===== src/rtl/riscv_pkg.sv =====
// Shared core definitions: XLEN, M-extension multiply op codes and
// multiplier FSM encoding, plus small operand helpers.
package riscv_pkg;

    localparam int unsigned XLEN = 32;

    typedef enum logic [1:0] {
        MUL_LO  = 2'b00,
        MUL_H   = 2'b01,
        MUL_HSU = 2'b10,
        MUL_HU  = 2'b11
    } mul_op_e;

    typedef enum logic [1:0] {
        MS_IDLE = 2'b00,
        MS_CALC = 2'b01,
        MS_FIX  = 2'b10,
        MS_DONE = 2'b11
    } mul_state_e;

    function automatic logic rs1_is_signed(mul_op_e op);
        return (op == MUL_H) || (op == MUL_HSU);
    endfunction

    function automatic logic rs2_is_signed(mul_op_e op);
        return (op == MUL_H);
    endfunction

    // 0x80000000 maps to itself, which is the correct unsigned magnitude
    function automatic logic [XLEN-1:0] magnitude(logic [XLEN-1:0] v,
                                                 logic             neg);
        return neg ? (~v + 1) : v;
    endfunction

endpackage


===== src/rtl/cla32.sv =====
// 32-bit carry-lookahead adder: 4-bit groups with lookahead group carries,
// bit carries rippled inside each group from the group carry-in.
module cla32 (
    input  logic [31:0] d1,
    input  logic [31:0] d2,
    input  logic        cin,
    output logic [31:0] sum,
    output logic        cout
);

    logic [31:0] g;
    logic [31:0] p;
    logic [7:0]  gg;
    logic [7:0]  gp;
    logic [8:0]  gc;
    logic [31:0] bc;

    assign g = d1 & d2;
    assign p = d1 ^ d2;

    always_comb begin
        gg = '0;
        gp = '0;
        gc = '0;
        gc[0] = cin;
        for (int k = 0; k < 8; k++) begin
            gg[k] = g[4*k+3]
                  | (p[4*k+3] & g[4*k+2])
                  | (p[4*k+3] & p[4*k+2] & g[4*k+1])
                  | (p[4*k+3] & p[4*k+2] & p[4*k+1] & g[4*k]);
            gp[k] = &p[4*k +: 4];
            gc[k+1] = gg[k] | (gp[k] & gc[k]);
        end
    end

    always_comb begin
        bc = '0;
        for (int i = 0; i < 32; i++) begin
            if (i % 4 == 0) begin
                bc[i] = gc[i/4];
            end else begin
                bc[i] = g[i-1] | (p[i-1] & bc[i-1]);
            end
        end
    end

    assign sum  = p ^ bc;
    assign cout = gc[8];

endmodule


===== src/rtl/mul_iter.sv =====
// Iterative radix-2 shift-add RV32M multiplier: sign-magnitude operands,
// 32 add/shift cycles through cla32, one fix-up cycle for sign and select.
module mul_iter
    import riscv_pkg::*;
(
    input  logic        clk,
    input  logic        rst_n,
    input  logic        in_valid,
    output logic        in_ready,
    input  logic [1:0]  op,
    input  logic [31:0] rs1,
    input  logic [31:0] rs2,
    input  logic        flush,
    output logic        out_valid,
    input  logic        out_ready,
    output logic [31:0] result,
    output logic        busy
);

    mul_state_e state_q, state_d;

    logic [4:0]        count_q;
    logic [XLEN-1:0]   mcand_q;
    logic [XLEN-1:0]   mplr_q;
    logic [XLEN-1:0]   hi_q;
    logic [XLEN-1:0]   result_q;
    logic              neg_q;
    mul_op_e           op_q;

    mul_op_e           op_in;
    logic              s1_neg;
    logic              s2_neg;
    logic [XLEN-1:0]   addend;
    logic [XLEN-1:0]   sum;
    logic              cout;
    logic [2*XLEN-1:0] prod;

    assign op_in  = mul_op_e'(op);
    assign s1_neg = rs1_is_signed(op_in) & rs1[XLEN-1];
    assign s2_neg = rs2_is_signed(op_in) & rs2[XLEN-1];
    assign addend = mplr_q[0] ? mcand_q : '0;

    cla32 u_cla (
        .d1   (hi_q),
        .d2   (addend),
        .cin  (1'b0),
        .sum  (sum),
        .cout (cout)
    );

    assign prod = neg_q ? (~{hi_q, mplr_q} + 64'd1) : {hi_q, mplr_q};

    always_ff @(posedge clk or negedge rst_n) begin
        if (!rst_n) begin
            state_q <= MS_IDLE;
        end else begin
            state_q <= state_d;
        end
    end

    always_comb begin
        state_d = state_q;
        unique case (state_q)
            MS_IDLE: if (in_valid) state_d = MS_CALC;
            MS_CALC: begin
                if (flush) begin
                    state_d = MS_IDLE;
                end else if (count_q == 5'd31) begin
                    state_d = MS_FIX;
                end
            end
            MS_FIX:  state_d = flush ? MS_IDLE : MS_DONE;
            MS_DONE: if (flush || out_ready) state_d = MS_IDLE;
            default: state_d = MS_IDLE;
        endcase
    end

    always_comb begin
        in_ready  = (state_q == MS_IDLE);
        busy      = (state_q != MS_IDLE);
        out_valid = (state_q == MS_DONE);
        result    = result_q;
    end

    always_ff @(posedge clk or negedge rst_n) begin
        if (!rst_n) begin
            count_q  <= '0;
            mcand_q  <= '0;
            mplr_q   <= '0;
            hi_q     <= '0;
            neg_q    <= 1'b0;
            op_q     <= MUL_LO;
            result_q <= '0;
        end else begin
            unique case (state_q)
                MS_IDLE: begin
                    if (in_valid) begin
                        mcand_q <= magnitude(rs1, s1_neg);
                        mplr_q  <= magnitude(rs2, s2_neg);
                        neg_q   <= s1_neg ^ s2_neg;
                        op_q    <= op_in;
                        hi_q    <= '0;
                        count_q <= '0;
                    end
                end
                MS_CALC: begin
                    // 65-bit {cout, sum, mplr} logical shift right by one
                    if (!flush) begin
                        hi_q    <= {cout, sum[XLEN-1:1]};
                        mplr_q  <= {sum[0], mplr_q[XLEN-1:1]};
                        count_q <= count_q + 5'd1;
                    end
                end
                MS_FIX: begin
                    if (!flush) begin
                        result_q <= (op_q == MUL_LO) ? prod[XLEN-1:0]
                                                     : prod[2*XLEN-1:XLEN];
                    end
                end
                MS_DONE: begin
                end
                default: begin
                end
            endcase
        end
    end

endmodule


===== config.mk =====
export PLATFORM = sky130hd
export DESIGN_NAME = mul_iter
export DESIGN_NICKNAME = d
export VERILOG_FILES = /design/src/rtl/riscv_pkg.sv /design/src/rtl/cla32.sv /design/src/rtl/mul_iter.sv
export SDC_FILE = /design/constraint.sdc
export NUM_CORES = 1
export LEC_CHECK = 0
export BUFFER_PORTS_ARGS = -buffer_cell sky130_fd_sc_hd__buf_2
export CAP_MARGIN = 40
export CORE_AREA = 3 3 161 163
export DETAILED_ROUTE_END_ITERATION = 6
export DIE_AREA = 0 0 164 166
export MAX_ROUTING_LAYER = met4
export PLACE_DENSITY = 0.56
export SYNTH_ARGS = -nofsm -noshare
export SYNTH_HDL_FRONTEND = slang
export SYNTH_SLANG_ARGS = --single-unit

===== constraint.sdc =====
create_clock -name clk -period 5.5 [get_ports clk]
set_input_delay 1.1 -clock clk [delete_from_list [all_inputs] [get_ports clk]]
set_output_delay 1.1 -clock clk [all_outputs]
set_load 0.03 [all_outputs]

==> results by group, run 1 <==
CTS
  • Number of buffers between clock root and the deepest sink: 2
  • Clock latency on the worst-skew pair: 0.43 ns
  • Library cell used as clock root buffer: sky130_fd_sc_hd__clkbuf_16
  • Clock-pin slew reported for the worst setup and hold paths after clock tree synthesis: 0.06 ns
  • Hold-fix buffers, CTS: 0
  • Clock tree from TritonCTS: built
  • Total clock buffers created by CTS: 17
  • H-Tree Level Count: 4
  • CTS sink count: 138
  • Number of gates resized after CTS: 0
  • Buffer count from post-CTS setup fixing: 0

Pwr
  • Power Total: 4.26 mW
  • Power density of the placed cells: 378 nW/um^2
  • Static Leak: 4.93 nW
  • Worst supply voltage drop on vdd: 0.000216 V

Place
  • IO Port Bufs: 105
  • Number of placed cells counting well taps: 1,505
  • Routability Congestion: 0.884
  • Detailed Place HPWL: 20,700 um

Synthesis
  • Per-instance average area after synthesis: 8.71 um^2
  • Flops & latches, synth: 138
  • Dominant combinational cell family by area after synthesis: compound AO/OA/AOI/OAI gates
  • Adder and majority cell fraction of the synthesized area: 9.56%
  • Xor/xnor cell area share of the yosys netlist: 10.8%
  • Synthesized netlist net count: 1,256
  • Compound-gate portion of the synthesized area: 22.0%
  • FFs w/ async S/R, synth: 100%
  • Simple-gate area share of the yosys netlist: 17.0%
  • Prevailing post-synth register cell: sky130_fd_sc_hd__dfrtp_1
  • Cell area after synthesis: 9790 um^2
  • Share of synthesized area spent on multiplexers: 0.511%
  • Post-synthesis sequential area ratio: 35.3%
  • Number of warnings reported in the yosys synthesis log: 0
  • Number of distinct library cell variants in the gate-level netlist after synthesis: 58
  • Synthesized instance count: 1,124
  • EDFF count, synth: 0

GRT
  • Total routing resource utilization after global routing: 20.7%
  • Final global-route overflow total: 0
  • Largest net degree at the start of global routing: 68
  • Antenna violations before repair: 0
  • Vias in the first global route: 7,994
  • Global-route wire length before repair: 43,800 um

Detailed routing
  • Violation count after the first detailed-routing iteration: 583
  • Routed wirelength normalized by instance count: 17.5 um
  • Via count: 8,458
  • Per-cell via count in the routed design: 5.50
  • Detailed-router iteration count before antenna repair: 5
  • DRC violations left: 0
  • Routed wire length: 27,000 um
  • Detail Route Antenna Nets: 0

Floorplan
  • Number of core rows: 57
  • Vertical die dimension: 166 um
  • Std-Cell Core Area: 24,500 um^2
  • Die area: 27,200 um^2
  • Die extent in x: 164 um
  • Effective utilization at floorplan: 40.0%
  • I/O pin count: 106

Final layout
  • Total area of multi-input combinational cells: 5880 um^2
  • P&R area growth vs syn: 15.1%
  • Cell Count, Final, Fillers Out: 1,537
  • Total number of nets in the final design: 1,332
  • Area occupied by registers: 3450 um^2
  • N_diodes: 0
  • Number of filler instances in the final layout: 2,439
  • Fraction of final layout cells sized beyond drive strength 1: 15.1%

Critical path
  • Sort of element at the start of the critical path: flip-flop
  • Origin of the critical flop-to-flop path: mplr_q[0]
  • Critical Path AT: 4.50 ns
  • Highest-delay cell along the critical path: sky130_fd_sc_hd__dfrtp_1
  • Most frequent cell on the critical path: sky130_fd_sc_hd__fa_1
  • Worst setup path startpoint: mplr_q[0]
  • Start-to-end type of the worst setup path: flip-flop to flip-flop
  • List of cells traversed by the critical path: buf_16 > and2_1 > ha_1 > nand2_1 > o21a_1 > o221ai_1 > a21oi_1 > o21ai_0 > a21oi_1 > o21a_1 > fa_1 > fa_1 > fa_1 > xor2_1 > o21ai_0
  • Largest stage delay on the critical path: 0.49 ns
  • R2R Setup Slk: 1.33 ns
  • Maximum fanout count along the critical path: 29
  • Worst EP required: 5.84 ns
  • Critical path capture point type: flip-flop

STA
  • RSZ-0062 raised after global routing: no
  • Least-Margin Pin Slew: 0.854 ns
  • Setup total negative slack: 0 ns
  • Slew Limit Fails: 0
  • Final clock skew: 0.00634 ns
  • Final count of hold timing violations: 0
  • Min Clock Period, post-route: 4.17 ns
  • Highest clock rate: 240 MHz
  • Period utilization: 75.7%
  • Remaining max-slew budget at the tightest pin: 43.1%
  • Total of endpoints with negative setup slack in the final report: 0

Min path
  • Worst hold start: result[9]
  • Class of the tightest hold or removal check: flip-flop to flip-flop

Outcome
  • Status: finished, final reports clean

Flow run
  • MaxCap Viol Count: 0
==> sequential cells by signal, indices dropped and copies added, names as in the netlist <==
register / count
result: 32
state_q: 2
neg_q: 1
mcand_q: 32
op_q: 2
hi_q: 32
count_q: 5
mplr_q: 32
==> logic make-up (layout without fill, tap and decap cells) <==
group / after synthesis / after routing
buffers and inverters: 126 / 215
and+or+nand+nor: 338 / 338
adders and majority gates: 61 / 61
DFF: 138 / 138
AOI/OAI and AO/OA: 335 / 335
muxes: 5 / 5
xor gates and xnor gates: 121 / 121
==> Yosys cell counts (all sizes together) (2+ instances only) <==
| cell type | n | area, um^2 |
|---|---|---|
| nand3 | 11 | 55.1 |
| clkbuf | 58 | 218 |
| dfrtp | 138 | 3450 |
| a221o | 3 | 30.0 |
| xor2 | 56 | 490 |
| nand2b | 7 | 43.8 |
| a21o | 7 | 52.6 |
| nand2 | 156 | 591 |
| nand4 | 11 | 75.1 |
| o311ai | 4 | 35.0 |
| or4 | 11 | 93.8 |
| nor3 | 17 | 95.1 |
| buf | 2 | 10.0 |
| xnor2 | 65 | 569 |
| or2 | 11 | 71.3 |
| ha | 38 | 475 |
| o31ai | 37 | 288 |
| o41ai | 20 | 220 |
| fa | 23 | 460 |
| o211ai | 5 | 37.5 |
| mux2i | 5 | 50.1 |
| inv | 66 | 248 |
| o221ai | 9 | 85.1 |
| o31a | 3 | 26.3 |
| a21oi | 51 | 255 |
| o22ai | 3 | 18.8 |
| and3 | 4 | 25.0 |
| nor2 | 58 | 218 |
| o21ai | 140 | 701 |
| or3 | 18 | 113 |
| nor2b | 2 | 12.5 |
| a22oi | 36 | 270 |
| and2 | 15 | 93.8 |
| a31oi | 4 | 25.0 |
| a22o | 4 | 35.0 |
| o21a | 3 | 22.5 |
| nor4 | 15 | 149 |
==> worst max-delay path, delay by kind of cell (launching register included) <==
family / cells / cell delay (ns)
AO/OA/AOI/OAI: 7 / 1.57
XOR/XNOR: 1 / 0.15
adder cells (fa/ha/maj): 4 / 1.45
buffers and inverters: 1 / 0.22
flip-flops: 1 / 0.49
AND/OR/NAND/NOR: 2 / 0.22
==> path summary, 6_finish.rpt <==
path,to,cells after the start
worst max-delay path,hi_q[26],15
worst min-delay path,result[9],2
worst max register to register,hi_q[26],15
worst min register to register,result[9],2
max in group asynchronous,hi_q[14],2
min in group asynchronous,mplr_q[14],1
==> layout by cell type, fill, tap and decap left out, types with 5 or more instances in the layout <==
master and count:
sky130_fd_sc_hd__nor4_1 9, sky130_fd_sc_hd__or3_1 18, sky130_fd_sc_hd__a22oi_1 36, sky130_fd_sc_hd__inv_1 66, sky130_fd_sc_hd__buf_4 10, sky130_fd_sc_hd__or4_1 8
sky130_fd_sc_hd__and2_1 15, sky130_fd_sc_hd__xnor2_1 65, sky130_fd_sc_hd__o211ai_1 5, sky130_fd_sc_hd__nor3_1 15, sky130_fd_sc_hd__fa_1 23, sky130_fd_sc_hd__o221ai_1 8
sky130_fd_sc_hd__o41ai_1 14, sky130_fd_sc_hd__a21oi_1 51, sky130_fd_sc_hd__xor2_1 56, sky130_fd_sc_hd__nand3_1 11, sky130_fd_sc_hd__buf_2 104, sky130_fd_sc_hd__o21ai_0 135
sky130_fd_sc_hd__a21o_1 7, sky130_fd_sc_hd__nand2b_1 7, sky130_fd_sc_hd__o41ai_2 6, sky130_fd_sc_hd__mux2i_1 5, sky130_fd_sc_hd__clkbuf_16 17, sky130_fd_sc_hd__o21ai_1 5
sky130_fd_sc_hd__o31ai_1 35, sky130_fd_sc_hd__nor2_1 56, sky130_fd_sc_hd__nand2_1 153, sky130_fd_sc_hd__dfrtp_1 137, sky130_fd_sc_hd__ha_1 38, sky130_fd_sc_hd__or2_2 7
sky130_fd_sc_hd__nand4_1 10
==> per-layer routing <==
metal	global-route usage (%)	part of all wire, %
met5	-	0
met4	5.08	1.2
met3	2.52	4.3
met2	30.1	45
met1	30.8	50
==> per-stage QoR <==
stage	instance area (um^2)	setup WS [ns]	hold slack, ns	util (%)
2_1_floorplan	9790	1.88	0.442	-
3_3_place_gp	10600	1.06	0.457	43.3
3_5_place_dp	10600	1.34	0.462	43.5
4_1_cts	11300	1.31	0.476	46.1
5_1_grt	11300	1.07	0.499	46.1
6_report	11300	1.33	0.472	46.1
==> area by class of cell <==
cell class | count | share of cell area (%)
timing repair buffer | 117 | 5.76
tap | 324 | 3.60
inverter | 66 | 2.20
multi-input combinational | 860 | 52.2
clock buffer | 20 | 3.96
clock inverter | 12 | 1.67
sequential | 138 | 30.7
==> power breakdown <==
group	total (mW)	internal [mW]	leakage [nW]	switching, mW
Sequential	1.57	1.22	1.80	0.350
Clock	1.26	0.778	0.302	0.477
Combinational	1.43	0.574	2.82	0.859
Total	4.26	2.57	4.93	1.69
Note: power is estimated with default switching activity, not from simulation.
==> inputs of run 2 (changes only) <==
- PLACE_DENSITY: 0.56 -> 0.59
- clock period: 5.5 -> 3.61 ns (I/O delays scaled with it)
==> run 2 against run 1 <==
- largest power group is now combinational cells
- highest routed layer unchanged
- flip-flop and latch count did not move
- final area rose by 2.5%
- die area did not move
- first-iteration DRC count rose by 21%
- critical path type unchanged
- register-to-register slack got worse by 1.2 ns
==> results by group, run 2 (synthesis gave the netlist of run 1 again) <==
GRT
  • Final global-route overflow total: 0
  • Antenna violations before repair: 0
  • Vias in the first global route: 8,191
  • Global-route wire length before repair: 45,200 um
  • Total routing resource utilization after global routing: 21.3%
  • Largest net degree at the start of global routing: 80

Detailed routing
  • Detail Route Antenna Nets: 0
  • Routed wirelength normalized by instance count: 17.7 um
  • Routed length on met3: 1690 um
  • Violation count after the first detailed-routing iteration: 705
  • Per-cell via count in the routed design: 5.52
  • DRC violations left: 0
  • Detailed-router iteration count before antenna repair: 5
  • Routed wire length: 27,700 um
  • Length of routed wiring on met1: 13,300 um
  • Via count: 8,659
  • Met2 Routed Length: 12,200 um
  • Highest metal layer with signal wires: met4

Min path
  • Class of the tightest hold or removal check: input pin to async pin

STA
  • Period utilization: 96.6%
  • Remaining max-slew budget at the tightest pin: 43.6%
  • Worst hold slack: 0.289 ns
  • Final count of hold timing violations: 0
  • Least-Margin Pin Slew: 0.846 ns
  • Highest clock rate: 287 MHz
  • Min Clock Period, post-route: 3.49 ns
  • Final clock skew: 0.00993 ns
  • Total of endpoints with negative setup slack in the final report: 0
  • Slew Limit Fails: 0
  • RSZ-0062 raised after global routing: yes

Final layout
  • Number of filler instances in the final layout: 2,373
  • Most common cell after layout, fill and taps aside: sky130_fd_sc_hd__nand2_1
  • P&R area growth vs syn: 18.0%
  • Util after Layout: 47.2%
  • Total area of multi-input combinational cells: 5990 um^2
  • N_diodes: 0
  • Total number of nets in the final design: 1,364
  • Cell Count, Final, Fillers Out: 1,569
  • Commonest cells after routing, fill and taps aside: sky130_fd_sc_hd__nand2_1, sky130_fd_sc_hd__dfrtp_1, sky130_fd_sc_hd__o21ai_0
  • Area occupied by registers: 3460 um^2
  • Fraction of final layout cells sized beyond drive strength 1: 19.4%

Floorplan
  • I/O pin count: 106
  • Std-Cell Core Area: 24,500 um^2
  • Die area: 27,200 um^2
  • Effective utilization at floorplan: 40.0%
  • Die extent in x: 164 um
  • Vertical die dimension: 166 um
  • Number of core rows: 57

Outcome
  • Status: finished, final reports clean

Pwr
  • Portion of total power attributed to sequential cells: 36.2%
  • Combinational group share of total power: 37.3%
  • Static Leak: 5.05 nW
  • Power density of the placed cells: 562 nW/um^2
  • Switching power: 2.69 mW
  • Power Total: 6.49 mW
  • Internal cell power: 3.81 mW
  • Worst supply voltage drop on vdd: 0.000279 V
  • Clock network fraction of design power: 26.4%
  • Switching Fraction: 41.4%

Place
  • Number of placed cells counting well taps: 1,535
  • Detailed Place HPWL: 20,900 um
  • Routability Congestion: 0.877
  • IO Port Bufs: 105

Critical path
  • Sort of element at the start of the critical path: flip-flop
  • Maximum fanout count along the critical path: 12
  • Worst setup path startpoint: mplr_q[0]
  • Origin of the critical flop-to-flop path: mplr_q[0]
  • Critical path capture point type: flip-flop
  • Start-to-end type of the worst setup path: flip-flop to flip-flop
  • Critical Path AT: 3.79 ns
  • Worst EP required: 3.91 ns

CTS
  • H-Tree Level Count: 4
  • Number of buffers between clock root and the deepest sink: 2
  • Clock tree from TritonCTS: built
  • Library cell used as clock root buffer: sky130_fd_sc_hd__clkbuf_16
  • Clock-pin slew reported for the worst setup and hold paths after clock tree synthesis: 0.06 ns
  • Total clock buffers created by CTS: 17
  • CTS sink count: 138
  • Clock latency on the worst-skew pair: 0.43 ns

Flow run
  • MaxCap Viol Count: 0
run 2: cell types whose count changed in the layout (fill, tap and decap cells not counted), moves of 4 or more:
cell                      before  now
sky130_fd_sc_hd__buf_4        10   41
sky130_fd_sc_hd__fa_1         23   16
sky130_fd_sc_hd__fa_2          0    7
sky130_fd_sc_hd__nand2_1     153  148
sky130_fd_sc_hd__nand2_2       3    8
sky130_fd_sc_hd__o21ai_0     135  131
run 2: power groups by stage:
stage	logic, mW	clock network (mW)	registers, mW
2_1_floorplan	1.67	0	2.19
3_3_place_gp	2.32	0	2.36
3_5_place_dp	2.36	0	2.36
4_1_cts	2.38	1.74	2.34
5_1_grt	2.73	1.82	2.40
6_report	2.43	1.72	2.35
run 2: area by class of cell:
class | count | area share (%)
sequential | 138 | 29.9
clock inverter | 14 | 1.19
timing repair buffer | 149 | 7.71
inverter | 66 | 2.14
multi-input combinational | 860 | 51.8
clock buffer | 18 | 3.71
tap | 324 | 3.51
run 2: metrics by stage:
step                      cell area, um^2  TNS, ns  setup slack, ns
after detailed placement            10900   -0.240          -0.0735
after floorplan                      9790        0           0.0502
after global routing                11600   -0.126          -0.0729
after CTS                           11400        0          0.00376
after global placement              10900  -0.0150          -0.0107
final                               11600        0            0.122
run 2: critical path: stages (launching register included):
cell and delay (ns):
sky130_fd_sc_hd__dfrtp_2 0.43, sky130_fd_sc_hd__buf_4 0.16, sky130_fd_sc_hd__buf_4 0.17, sky130_fd_sc_hd__and2_1 0.14
sky130_fd_sc_hd__ha_1 0.33, sky130_fd_sc_hd__nand2_1 0.09, sky130_fd_sc_hd__o21ai_1 0.18, sky130_fd_sc_hd__a21oi_2 0.07
sky130_fd_sc_hd__o21ai_2 0.20, sky130_fd_sc_hd__buf_4 0.15, sky130_fd_sc_hd__a31oi_4 0.09, sky130_fd_sc_hd__fa_2 0.42
sky130_fd_sc_hd__fa_2 0.34, sky130_fd_sc_hd__inv_2 0.06, sky130_fd_sc_hd__fa_1 0.39, sky130_fd_sc_hd__inv_1 0.08
sky130_fd_sc_hd__o31ai_2 0.06
run 2: repair_timing:
action | in CTS | in global routing
gates resized for setup | 5 | 26
setup buffers | 0 | 2
hold buffers | 0 | 0
pin swaps | 1 | 14
endpoints found under the hold margin | 0 | 0
endpoints found under the setup margin | 5 | 8
run 2: path summary, 6_finish.rpt:
check                             end  slack [ns]  depth (start not counted)
setup / recovery             hi_q[29]        0.12                         16
hold reg to reg             result[2]        0.47                          2
setup reg to reg             hi_q[29]        0.12                         16
max in group asynchronous  mplr_q[27]        2.42                          3
min in group clk            result[2]        0.47                          2
hold / removal             result[14]        0.29                          1
run 2: metal layers:
layer / vias up / GRT usage (%)
met5: - / -
met4: 0 / 5.85
met3: 36 / 3.14
met2: 257 / 30.7
met1: 4159 / 31.3
li1: 4207 / -
==> inputs of run 3 (changes only) <==
- RECOVER_POWER: default -> 100
==> run 3 against run 2 <==
- the run now ends with max-capacitance violations, max-slew violations left
- sequential share of layout area grew 0.23 points
- final area down 0.76%
- clock skew is 0.00075 ns lower
- final cell count did not move
- setup slack worse by 0.0024 ns
- highest routed layer unchanged
- combinational power barely moved
- clock power about the same
- wire length hardly changed
- first-iteration DRC count is 1.1% lower
==> results by group, run 3 (synthesis gave the netlist of run 1 again) <==
Outcome
  • Status: complete, but fails checks
  • Violated checks: max-capacitance violations, max-slew violations

Critical path
  • Worst EP required: 3.91 ns
  • Sort of element at the start of the critical path: flip-flop
  • R2R Setup Slk: 0.12 ns
  • Origin of the critical flop-to-flop path: mplr_q[0]
  • Reg2reg end: hi_q[29]
  • Critical Path AT: 3.79 ns
  • Critical path capture point type: flip-flop
  • Maximum fanout count along the critical path: 12
  • Depth of the most critical reg-to-reg path: 16
  • Start-to-end type of the worst setup path: flip-flop to flip-flop

Place
  • Routability Congestion: 0.877
  • Detailed Place HPWL: 20,900 um
  • Number of placed cells counting well taps: 1,535
  • IO Port Bufs: 105

Final layout
  • Fraction of final layout cells sized beyond drive strength 1: 16.2%
  • Commonest cells after routing, fill and taps aside: sky130_fd_sc_hd__nand2_1, sky130_fd_sc_hd__dfrtp_1, sky130_fd_sc_hd__o21ai_0
  • Total number of nets in the final design: 1,364
  • P&R area growth vs syn: 17.1%
  • Cell Count, Final, Fillers Out: 1,569
  • N_diodes: 0
  • Most common cell after layout, fill and taps aside: sky130_fd_sc_hd__nand2_1

Detailed routing
  • Per-cell via count in the routed design: 5.54
  • DRC violations left: 0
  • Routed wirelength normalized by instance count: 17.7 um
  • Violation count after the first detailed-routing iteration: 697
  • Routed wire length: 27,700 um
  • Detail Route Antenna Nets: 0
  • Detailed-router iteration count before antenna repair: 5
  • Via count: 8,692

Floorplan
  • Std-Cell Core Area: 24,500 um^2
  • Die extent in x: 164 um
  • Effective utilization at floorplan: 40.0%
  • I/O pin count: 106
  • Vertical die dimension: 166 um
  • Number of core rows: 57
  • Die area: 27,200 um^2

STA
  • Period utilization: 96.7%
  • Total of endpoints with negative setup slack in the final report: 0
  • Slew Limit Fails: 154
  • Final count of hold timing violations: 0
  • RSZ-0062 raised after global routing: yes
  • Remaining max-slew budget at the tightest pin: -34.9%
  • Highest clock rate: 286 MHz
  • Final clock skew: 0.00918 ns
  • Least-Margin Pin Slew: 2.02 ns
  • Min Clock Period, post-route: 3.49 ns
  • Setup total negative slack: 0 ns

Min path
  • End of the worst hold path: result[2]
  • Worst hold start: result[2]
  • Worst hold stages: 2
  • Class of the tightest hold or removal check: flip-flop to flip-flop

GRT
  • Vias in the first global route: 8,191
  • Antenna violations before repair: 0
  • Largest net degree at the start of global routing: 80
  • Global-route wire length before repair: 45,200 um
  • Total routing resource utilization after global routing: 21.3%
  • Final global-route overflow total: 0

Pwr
  • Power density of the placed cells: 565 nW/um^2
  • Static Leak: 4.88 nW
  • Worst supply voltage drop on vdd: 0.000278 V

CTS
  • Library cell used as clock root buffer: sky130_fd_sc_hd__clkbuf_16
  • Clock latency on the worst-skew pair: 0.43 ns
  • Clock-pin slew reported for the worst setup and hold paths after clock tree synthesis: 0.06 ns
  • Clock tree from TritonCTS: built
  • CTS sink count: 138
  • Number of buffers between clock root and the deepest sink: 2
  • H-Tree Level Count: 4
  • Total clock buffers created by CTS: 17

Flow run
  • MaxCap Viol Count: 3
run 3: cell count changes in the layout (fill, tap and decap cells not counted), moves of 2 or more:
cell,change
sky130_fd_sc_hd__clkbuf_1,+37
sky130_fd_sc_hd__buf_2,-33
sky130_fd_sc_hd__buf_4,-4
sky130_fd_sc_hd__clkbuf_2,+2
run 3: how the worst max path moves through the flow:
stage | start | to | slack (ns) | depth (start not counted)
6_report | mplr_q[0] | hi_q[29] | 0.12 | 16
5_1_grt | mplr_q[0] | hi_q[29] | -0.07 | 17
4_1_cts | mplr_q[0] | hi_q[29] | 0.004 | 17
3_5_place_dp | mplr_q[0] | hi_q[26] | -0.07 | 16
3_3_place_gp | mplr_q[0] | hi_q[25] | -0.01 | 15
2_1_floorplan | mplr_q[0] | hi_q[25] | 0.05 | 16
run 3: area by class of cell:
cell class | instances | area (um^2)
clock buffer | 18 | 429
clock inverter | 14 | 138
fill | 2396 | 13000
inverter | 66 | 248
multi-input combinational | 860 | 5980
sequential | 138 | 3460
tap | 324 | 405
timing repair buffer | 149 | 813
run 3: layer usage:
layer  wire (um)  vias to the layer above  global-route usage [%]
met5           0                        -                       -
met4         484                        0                    5.85
met3        1590                       39                    3.14
met2       12300                      268                    30.7
met1       13400                     4172                    31.3
li1            -                     4213                       -
run 3: repair_timing:
| item | 4_1_cts | 5_1_grt |
|---|---|---|
| setup endpoints to repair | 5 | 8 |
| pin swaps | 1 | 14 |
| resized for setup | 5 | 26 |
| hold buffers | 0 | 0 |
| buffers inserted | 0 | 2 |
run 3: where the power goes:
group	internal, mW	switching [mW]	leakage (nW)
Combinational	0.972	1.44	2.81
Clock	0.963	0.754	0.266
Sequential	1.86	0.489	1.80
run 3: stage by stage:
step / power [mW] / instance area (um^2) / hold WS [ns] / util [%] / setup WS, ns
final: 6.48 / 11500 / 0.473 / 46.9 / 0.119
after global routing: 6.94 / 11500 / 0.499 / 46.9 / -0.0729
after CTS: 6.46 / 11400 / 0.362 / 46.8 / 0.00376
after detailed placement: 4.72 / 10900 / 0.464 / 44.4 / -0.0735
after global placement: 4.68 / 10900 / 0.454 / 44.4 / -0.0107
after floorplan: 3.86 / 9790 / 0.426 / - / 0.0502
run 3: critical path: stages (launching register included):
cell                      delay (ns)
sky130_fd_sc_hd__dfrtp_2        0.43
sky130_fd_sc_hd__buf_4          0.16
sky130_fd_sc_hd__buf_4          0.17
sky130_fd_sc_hd__and2_1         0.14
sky130_fd_sc_hd__ha_1           0.33
sky130_fd_sc_hd__nand2_1        0.09
sky130_fd_sc_hd__o21ai_1        0.18
sky130_fd_sc_hd__a21oi_2        0.07
sky130_fd_sc_hd__o21ai_2        0.20
sky130_fd_sc_hd__buf_4          0.15
sky130_fd_sc_hd__a31oi_4        0.09
sky130_fd_sc_hd__fa_2           0.42
sky130_fd_sc_hd__fa_2           0.34
sky130_fd_sc_hd__inv_2          0.06
sky130_fd_sc_hd__fa_1           0.39
sky130_fd_sc_hd__inv_1          0.08
sky130_fd_sc_hd__o31ai_2        0.06
